[src/rtl/dump_pkg.sv]
// dump_pkg: shared FSM states and default stream geometry for the register dump sequencer
package dump_pkg;
  typedef enum logic [2:0] {
    IDLE = 3'd0,
    HALT = 3'd1,
    LOAD = 3'd2,
    SEND = 3'd3,
    DONE = 3'd4
  } state_e;
  localparam int BYTE_W = 8;
  localparam int DEF_WIDTH = 32;
  localparam int BYTES_PER_WORD = DEF_WIDTH / BYTE_W;
endpackage

[src/rtl/reg_dump_ctrl_word_serializer.sv]
// word_serializer: loads a word and emits it MSB-byte-first over valid/ready
module word_serializer #(
  parameter int WIDTH = dump_pkg::DEF_WIDTH,
  parameter int BYTE_W = dump_pkg::BYTE_W
) (
  input  logic              clk,
  input  logic              reset,
  input  logic              load,
  input  logic              en,
  input  logic [WIDTH-1:0]  word,
  input  logic              ready,
  output logic              valid,
  output logic [BYTE_W-1:0] byte_out,
  output logic              last_byte_accepted
);
  localparam int BPW = WIDTH / BYTE_W;
  localparam int CW = BPW > 1 ? $clog2(BPW) : 1;
  logic [WIDTH-1:0] shift_q, shift_d;
  logic [CW-1:0] cnt_q, cnt_d;
  logic accept;
  always_comb begin
    accept = en && ready;
    shift_d = load ? word : accept ? shift_q << BYTE_W : shift_q;
    cnt_d = load ? '0 : accept ? cnt_q + 1'b1 : cnt_q;
    last_byte_accepted = accept && cnt_q == CW'(BPW - 1);
  end
  assign valid = en;
  assign byte_out = shift_q[WIDTH-1 -: BYTE_W];
  always_ff @(posedge clk) begin
    if (reset) begin
      shift_q <= '0;
      cnt_q <= '0;
    end else begin
      shift_q <= shift_d;
      cnt_q <= cnt_d;
    end
  end
endmodule

[src/rtl/reg_dump_ctrl.sv]
// reg_dump_ctrl: halts the pipeline and streams every register out as bytes for the debug UART
module reg_dump_ctrl #(
  parameter int WIDTH = dump_pkg::DEF_WIDTH,
  parameter int WIDTH_ADD = 5,
  parameter int NUM_REGISTERS = 32,
  parameter int BYTE_W = dump_pkg::BYTE_W
) (
  input  logic                 clk,
  input  logic                 reset,
  input  logic                 dump_start,
  input  logic [WIDTH_ADD-1:0] pipe_rs_add,
  input  logic                 pipe_write_enable,
  output logic [WIDTH_ADD-1:0] rf_read_add1,
  output logic                 rf_write_enable,
  input  logic [WIDTH-1:0]     rf_read_data1,
  output logic                 pipe_halt,
  output logic                 tx_valid,
  output logic [BYTE_W-1:0]    tx_byte,
  input  logic                 tx_ready,
  output logic                 busy,
  output logic                 done
);
  import dump_pkg::*;
  localparam int IW = NUM_REGISTERS > 1 ? $clog2(NUM_REGISTERS) : 1;
  state_e state_q, state_d;
  logic [IW-1:0] idx_q, idx_d;
  logic last;
  logic final_reg;
  word_serializer #(.WIDTH(WIDTH), .BYTE_W(BYTE_W)) u_ser (
    .clk(clk),
    .reset(reset),
    .load(state_q == LOAD),
    .en(state_q == SEND),
    .word(rf_read_data1),
    .ready(tx_ready),
    .valid(tx_valid),
    .byte_out(tx_byte),
    .last_byte_accepted(last)
  );
  always_comb begin
    state_d = state_q;
    idx_d = idx_q;
    final_reg = idx_q == IW'(NUM_REGISTERS - 1);
    case (state_q)
      IDLE: state_d = dump_start ? HALT : IDLE;
      HALT: state_d = LOAD;
      LOAD: state_d = SEND;
      SEND: begin
        state_d = !last ? SEND : final_reg ? DONE : LOAD;
        idx_d = last && !final_reg ? idx_q + 1'b1 : idx_q;
      end
      default: begin
        state_d = IDLE;
        idx_d = '0;
      end
    endcase
  end
  // HALT still lets the in-flight write-back land; the walk itself must never be overwritten
  assign rf_write_enable = (state_q == IDLE || state_q == HALT) && pipe_write_enable;
  assign rf_read_add1 = state_q == IDLE ? pipe_rs_add : WIDTH_ADD'(idx_q);
  assign busy = state_q != IDLE;
  assign pipe_halt = busy;
  assign done = state_q == DONE;
  always_ff @(posedge clk) begin
    if (reset) begin
      state_q <= IDLE;
      idx_q <= '0;
    end else begin
      state_q <= state_d;
      idx_q <= idx_d;
    end
  end
endmodule
[config.mk]
export PLATFORM = sky130hd
export DESIGN_NAME = reg_dump_ctrl
export DESIGN_NICKNAME = d
export VERILOG_FILES = /design/src/rtl/dump_pkg.sv /design/src/rtl/reg_dump_ctrl_word_serializer.sv /design/src/rtl/reg_dump_ctrl.sv
export SDC_FILE = /design/constraint.sdc
export NUM_CORES = 1
export LEC_CHECK = 0
export ABC_AREA = 1
export BUFFER_PORTS_ARGS = -buffer_cell sky130_fd_sc_hd__buf_2
export CORE_MARGIN = 2
export CORE_UTILIZATION = 55
export CTS_CLUSTER_SIZE = 25
export DETAILED_ROUTE_END_ITERATION = 6
export GPL_TIMING_DRIVEN = 0
export PLACE_DENSITY = 0.84
export SLEW_MARGIN = 10
export SYNTH_ARGS = -nofsm -noshare
export SYNTH_HDL_FRONTEND = slang
export SYNTH_SLANG_ARGS = --single-unit
[constraint.sdc]
create_clock -name clk -period 2.8 [get_ports clk]
set_clock_uncertainty 0.1 [all_clocks]
set_input_delay 0.42 -clock clk [delete_from_list [all_inputs] [get_ports clk]]
set_output_delay 0.42 -clock clk [all_outputs]
set_load 0.005 [all_outputs]
Yosys cells after proc, flatten, opt, wreduce, memory -nomap -nowiden. Cells that the tools add are included.

Word-level logic and storage cells: 35. Register bits after elaboration: 42. Bits of input ports: 42. Output and inout port bits: 18.

Bitwise gates (word level): 1. Add/subtract/negate cells: 2. Eq/ne operators: 7. Reduce and logical (&&, ||, !) cells: 12. Muxes and demuxes: 9.

Operator list (number): 32-bit 2-to-1 mux (2); 3-bit one-hot mux with 4 select lines (1); 5-bit 2-to-1 mux (2); 5-bit one-hot mux with 2 select lines (1); 3-bit by 2-bit equality test with 1-bit output, second input constant (2); 3-bit 2-to-1 mux (2); 5-bit by 1-bit adder with 5-bit output, second input constant (1); 5-bit equality test, second input constant (1); 1-bit logical AND (4); 3-bit by 1-bit equality test with 1-bit output, second input constant (1); 3-bit equality test, second input constant (1); 3-bit zero test (1); 3-bit nonzero test (1); 3-bit OR reduction (1); 2-bit by 1-bit adder with 2-bit output, second input constant (1); 2-bit equality test, second input constant (1); 2-bit inequality test, second input constant (1); 2-bit AND reduction (1); 2-bit nonzero test (1); 2-bit OR reduction (1); 1-bit zero test (1); 1-bit logical OR (1); 1-bit 2-to-1 mux (1); 1-bit inverter (1).

Depth between registers and ports, before layout. Gate-level depths: netlist (run 1).

Word-level depth: 6. Gate-level depth with buffers: 9. Depth with buffers taken out: 9.

Cells and area by module. From an unflattened synthesis (run 1), not the netlist that was laid out.

Cell total of the unflattened synthesis: 315. Area, all modules: 2212.1 µm².

Modules (own cells, without submodules): word_serializer (times used 1, area each 1707.9 µm², cells an instance 243); reg_dump_ctrl (times used 1, area each 504.2 µm², cells an instance 72).

Worst setup path after synthesis (run 1). OpenSTA, ideal clock, no wires.

Path kind: reg2out. From: register state_q[2]. To: output pipe_halt. Arrival time: 1.152 ns. Cell stages (with the launch flop): 7. Slack: 1.128 ns. Buffers on the path: 2. Data required time: 2.280 ns. Cell sequence: dfxtp_1 > inv_1 > nand2_1 > nor2_1 > clkbuf_1 > inv_1 > buf_4.

Word-level cells in the longest chain between the ends: 1.

RTL lines: from (decl) (RTL line reg_dump_ctrl.sv:25) `state_e state_q, state_d;`; from (signal assigned) (RTL line reg_dump_ctrl.sv:69) `state_q <= state_d;`; 3-bit nonzero test (RTL line reg_dump_ctrl.sv:61) `assign busy = state_q != IDLE;`; to (decl) (RTL line reg_dump_ctrl.sv:16) `output logic pipe_halt,`.

No other way between the ends.

Final worst setup path (run 1). Ends and elaborated chain as after synthesis.

==> results of run 1 <==
[cells in the final DEF (no fill, tap or decap)]
cell and n:
buf_4 14, nand2_1 113, dfxtp_1 42, buf_2 61, nand2_4 1, o21ai_0 26
nor2_8 1, ha_1 3, nor2_1 61, clkinvlp_4 1, o21ai_1 4, inv_1 14
clkinv_4 1, clkbuf_8 5, nand4_1 2, o21a_1 1, a21oi_1 13, inv_4 1
clkbuf_1 5, nand2_2 3, or2_2 1, clkinv_2 1, nand3_1 8, o21ai_2 2
buf_6 3, inv_2 1
[cell families (layout without fill, tap and decap cells)]
| group | Yosys count | in the layout | share of synthesized area |
|---|---|---|---|
| buf+inv | 40 | 107 | 0.1091 |
| compound gates | 46 | 46 | 0.1138 |
| fa+ha+maj | 3 | 3 | 0.01778 |
| simple gates | 190 | 190 | 0.3610 |
| flops | 42 | 42 | 0.3983 |
[flip-flops by register name (all words and copies together) (netlist names)]
signal and flops:
state_q 3, u_ser.shift_q 32, u_ser.cnt_q 2, idx_q 5
[layout make-up]
| cell class | instances | area (µm²) | share of cell area |
|---|---|---|---|
| timing repair buffer | 59 | 295.3 | 0.1155 |
| sequential | 42 | 840.8 | 0.3289 |
| inverter | 16 | 62.56 | 0.02447 |
| clock inverter | 3 | 21.27 | 0.008321 |
| multi-input combinational | 239 | 1040 | 0.4068 |
| clock buffer | 5 | 68.82 | 0.02692 |
| buffer | 24 | 167.7 | 0.06559 |
| tap | 48 | 60.06 | 0.02349 |
[path summary, 6_finish.rpt]
| path | end | depth (start not counted) |
|---|---|---|
| worst min-delay path | u_ser.shift_q[0] | 2 |
| worst min register to register | u_ser.shift_q[5] | 2 |
| worst max-delay path | pipe_halt | 7 |
| worst max register to register | idx_q[3] | 9 |
[per-layer routing]
layer	up-vias	wire length [µm]	track usage
met5	-	0	0
met4	0	51	0.07908
met3	6	285	0.05792
met2	58	2237	0.4205
met1	913	2083	0.2696
li1	1121	-	-
[power breakdown]
part	internal [mW]	switching [mW]
combinational	0.136	0.162
sequential	0.646	0.0266
clock	0.175	0.212
total	0.957	0.401
[critical path: cells and delay by family (launching register included)]
family                 cells  cell delay, ns
flip-flops                 1            0.37
AND/OR/NAND/NOR            2            0.23
buffers and inverters      5            0.79
[through the flow]
step / cell area (µm²) / std cells
final: 2556 / 436
after global routing: 2556 / 436
after CTS: 2556 / 436
after global placement: 2466 / 428
after floorplan: 2111 / 321
after detailed placement: 2466 / 428
==> results_dict.tcl, run 1 <==
set metrics [dict create \
    status "finished, final reports clean" \
    syn_area_per_cell_um2 6.576 \
    drv_cap 0 \
    cts-buffers-inserted 5 \
    powerDensity_nw_per_um2 531.2 \
    synth_flop_cell "dfxtp_1" \
    synth_warnings 0 \
    synthTopCellsByArea "dfxtp_1 (40%), nand2_1 (20%), nor2_1 (11%)" \
    root_buffer "clkbuf_8" \
    antenna_found_initial 0 \
    max_freq_mhz 453.9 \
    syn-cell-area_um2 2111 \
    placementRows 22 \
    hold_viol 0 \
    clk-insertion-delay-late_ns 0.30 \
    cts_tree "done" \
    n_antenna_cell 0 \
    setup_ws_ns 0.5966 \
    crit_path_frequent_cell "inv_1" \
    rr_startpoint "idx_q[0]" \
    coreArea_um2 3689 \
    die_x_um 65.95 \
    worst-endpoint-required_ns 2.28 \
    route.detailed.drc 0 \
    drt-initial-drc-count 114 \
    fin_util 0.6930 \
    start_kind "register" \
    synth-seq-cells 42 \
    post_cts_buffers 0 \
    numClockSinks 42 \
    die_area_um2 4349 \
    start_util 0.5723 \
    synthCells 321 \
    grt_pass1_wl_mm 7.976 \
    rsz0062_at_grt "false" \
    synth_top_area_frac 0.3983 \
    wl_per_cell_um 10.68 \
    fin_hold_ws_ns 0.2199 \
    setup_viol 0 \
    vias 2098 \
    ir_drop_mv 0.4041 \
    wl_mm 4.657 \
    period_share 0.7869 \
    p_leak_nw 1.329 \
    yosysMostFrequentCell "nand2_1" \
    path_cells "inv_1 > nand2_1 > nor2_1 > clkbuf_1 > inv_1 > buf_4 > buf_2" \
    drive_above_1_share 0.2474 \
    cts_resized 0 \
    hp-start "reset" \
    nNetsFinal 432 \
    async_flop_share 0 \
    ys_types 22 \
    grt_pass1_vias 1956 \
    portBuffers 59 \
    synth-seq-area-share 0.3983 \
    critPathArrivalTime_ns 1.68 \
    cts_hold_buf 0 \
    io_pins 60 \
    grt.total_usage 0.2341 \
    worst_slew_pin_slew_ns 0.4687 \
    synth_commonest_cells "nand2_1 (113), nor2_1 (61), dfxtp_1 (42)" \
    fin_crit_ns 2.203 \
    grt_overflow_total 0 \
    slew-limit-headroom 0.6876 \
    gp_congestion 0.8711 \
    r2r_setup_slack_ns 1.01 \
    clockBufferDepth 2 \
    final_max_slew_viol_count 0 \
    nFillCells 364 \
    path_class "register to output port" \
    endpoint_kind "output port" \
    hpwl_mm 3.461 \
    synth_enable_flop_cells 0 \
    cpPeakStageDelay_ns 0.37 \
    htreeDepth 2 \
    clkSlewWorstSetupHoldPaths_ns 0.08 \
    syn2layout_area_growth_pct 21.10 \
    critPathLaunch "state_q[2]" \
    detail-route-antenna-nets 0 \
    finalSetupTns_ns 0 \
    crit_path_top_delay_cell "dfxtp_1" \
    min_path_type "input port to register" \
    drtPass1Iterations 4 \
    die_h_um 65.95 \
    yosys.area.top_type "dfxtp_1" \
    mappedNetlistNets 366 \
    crit_fanout 10 \
    grt_max_degree 15 \
    via_per_inst 4.812 \
    place_ws_ns 0.9144 \
    power_mw 1.358 \
]
Power figures use the tool's default switching activity.
==> run 2, diff against run 1 <==
--- a/config.mk
+++ b/config.mk
@@ -8,11 +8,11 @@
 export ABC_AREA = 1
 export BUFFER_PORTS_ARGS = -buffer_cell sky130_fd_sc_hd__buf_2
 export CORE_MARGIN = 2
-export CORE_UTILIZATION = 55
+export CORE_UTILIZATION = 51
 export CTS_CLUSTER_SIZE = 25
 export DETAILED_ROUTE_END_ITERATION = 6
 export GPL_TIMING_DRIVEN = 0
-export PLACE_DENSITY = 0.84
+export PLACE_DENSITY = 0.78
 export SLEW_MARGIN = 10
 export SYNTH_ARGS = -nofsm -noshare
 export SYNTH_HDL_FRONTEND = slang
==> constraint.sdc (replaced) <==
create_clock -name clk -period 2.1 [get_ports clk]
set_clock_uncertainty 0.1 [all_clocks]
set_input_delay 0.315 -clock clk [delete_from_list [all_inputs] [get_ports clk]]
set_output_delay 0.315 -clock clk [all_outputs]
set_load 0.005 [all_outputs]
==> run 2 against run 1 <==
  * First-iteration DRC count is 0.88% higher
  * Final cell count is 0.46% higher
  * Sequential share of layout area is 0.14 points lower
  * Worst setup slack worse by 0.40 ns
  * Routed wire length is 5.9% lower
  * Flip-flop and latch count stayed put
  * Largest power group unchanged
  * Total power is 35% higher
  * Non-clock buffer count stayed put
  * Utilization is 5.1 points lower
==> results_dict.tcl, run 2 (synthesized netlist as in run 1, its figures left out) <==
set metrics [dict create \
    drt-initial-drc-count 115 \
    cts-buffers-inserted 5 \
    hold_viol 0 \
    path_class "register to output port" \
    grt_pass1_wl_mm 7.279 \
    setup_viol 0 \
    worst_slew_pin_slew_ns 0.4977 \
    drtPass1Iterations 4 \
    crit_fanout 10 \
    nNetsFinal 432 \
    root_buffer "clkbuf_8" \
    layout_commonest_cell "nand2_1" \
    largest_registers "u_ser.shift_q x32, idx_q x5, state_q x3" \
    die_h_um 68.34 \
    drv_cap 0 \
    powerDensity_nw_per_um2 713.3 \
    wl_per_cell_um 10.01 \
    ir_drop_mv 0.5052 \
    io_pins 60 \
    start_kind "register" \
    final_max_slew_viol_count 0 \
    min_path_type "input port to register" \
    portBuffers 59 \
    crit_path_top_delay_cell "dfxtp_1" \
    p_leak_nw 1.336 \
    seqPwrFrac 0.489 \
    pwr-share-comb 0.216 \
    gp_congestion 0.8447 \
    antenna_found_initial 0 \
    die_area_um2 4670 \
    clk-insertion-delay-late_ns 0.29 \
    multi_input_area_um2 1040 \
    cts_tree "done" \
    via_per_inst 4.751 \
    seq_area_um2 840.8 \
    grt.total_usage 0.2036 \
    syn2layout_area_growth_pct 21.64 \
    post_cts_buffers 0 \
    coreArea_um2 4000 \
    route.detailed.drc 0 \
    grt_pass1_vias 1746 \
    cp_num_buf_inv 5 \
    crit_family "buffers and inverters" \
    grt_overflow_total 0 \
    path_cells "inv_2 > nand2_1 > nor2_1 > clkbuf_4 > inv_1 > buf_4 > buf_2" \
    worst-endpoint-required_ns 1.68 \
    max_freq_mhz 524.7 \
    cpPeakStageDelay_ns 0.38 \
    largest_register_ffs 32 \
    n_antenna_cell 0 \
    status "finished, final reports clean" \
    clkSlewWorstSetupHoldPaths_ns 0.07 \
    grt_max_degree 14 \
    detail-route-antenna-nets 0 \
    wl_mm 4.383 \
    start_util 0.5277 \
    p_clk_frac 0.295 \
    power_switching_mw 0.5224 \
    fin_util 0.6419 \
    drive_above_1_share 0.2526 \
    p_sw_frac 0.2853 \
    fin_crit_ns 1.906 \
    htreeDepth 2 \
    endpoint_kind "output port" \
    period_share 0.9076 \
    slew-limit-headroom 0.6682 \
    hpwl_mm 3.282 \
    layout_common_cells "nand2_1 (113), nor2_1 (61), buf_2 (61), dfxtp_1 (42), o21ai_0 (26)" \
    rsz0062_at_grt "false" \
    placementRows 23 \
    intPower_mw 1.309 \
    critPathArrivalTime_ns 1.49 \
    regMostFlops "u_ser.shift_q" \
    finalSetupTns_ns 0 \
    numClockSinks 42 \
    clockBufferDepth 2 \
    die_x_um 68.34 \
    nFillCells 392 \
    vias 2081 \
]
[run 2: area by class of cell]
class,instances,share of cell area
buffer,24,0.06676
clock buffer,6,0.03216
clock inverter,2,0.004873
inverter,16,0.02437
multi-input combinational,239,0.4050
sequential,42,0.3275
tap,50,0.02437
timing repair buffer,59,0.1150
[run 2: worst register-to-register path, cell delays in order (launching register included)]
cell	delay, ns
dfxtp_1	0.35
ha_1	0.22
nand2_1	0.09
nor2_1	0.05
ha_1	0.21
o21ai_2	0.29
nand2_1	0.17
nand2_1	0.09
nand2_1	0.05
nor2_1	0.09
[run 2: power by group through the flow]
stage	sequential (mW)	clock, mW	combinational [mW]
6_report	0.896	0.540	0.396
5_1_grt	0.903	0.583	0.460
4_1_cts	0.895	0.549	0.399
3_5_place_dp	0.914	0	0.396
3_3_place_gp	0.912	0	0.388
2_1_floorplan	0.905	0	0.276
[run 2: path summary, 6_finish.rpt]
| path | start | endpoint | slack, ns | cells past startpoint |
|---|---|---|---|---|
| max | state_q[2] | pipe_halt | 0.19 | 7 |
| min | reset | u_ser.shift_q[0] | 0.14 | 2 |
| max reg2reg | idx_q[0] | idx_q[3] | 0.34 | 9 |
| min reg2reg | u_ser.shift_q[2] | u_ser.shift_q[2] | 0.36 | 2 |
[run 2: timing repair]
item                       in CTS  in global routing
hold buffers                    0                  0
setup endpoints to repair       1                  5
resized for setup               1                  3
[run 2: metrics by stage]
step	cell area [µm²]	hold slack, ns	power (mW)	setup WS, ns	cells
2_1_floorplan	2111	0.2841	1.181	0.5326	321
3_3_place_gp	2469	0.3476	1.300	0.3286	430
3_5_place_dp	2469	0.3521	1.309	0.3095	430
4_1_cts	2565	0.1279	1.843	0.1017	438
5_1_grt	2567	0.1403	1.946	0.01728	438
6_report	2567	0.1372	1.831	0.1940	438
[run 2: layer usage]
layer	vias to the layer above	GRT usage	routed length, µm
met5	-	0	0
met4	0	0.05250	27
met3	4	0.05263	277
met2	62	0.3386	2008
met1	890	0.2617	2068
li1	1125	-	-
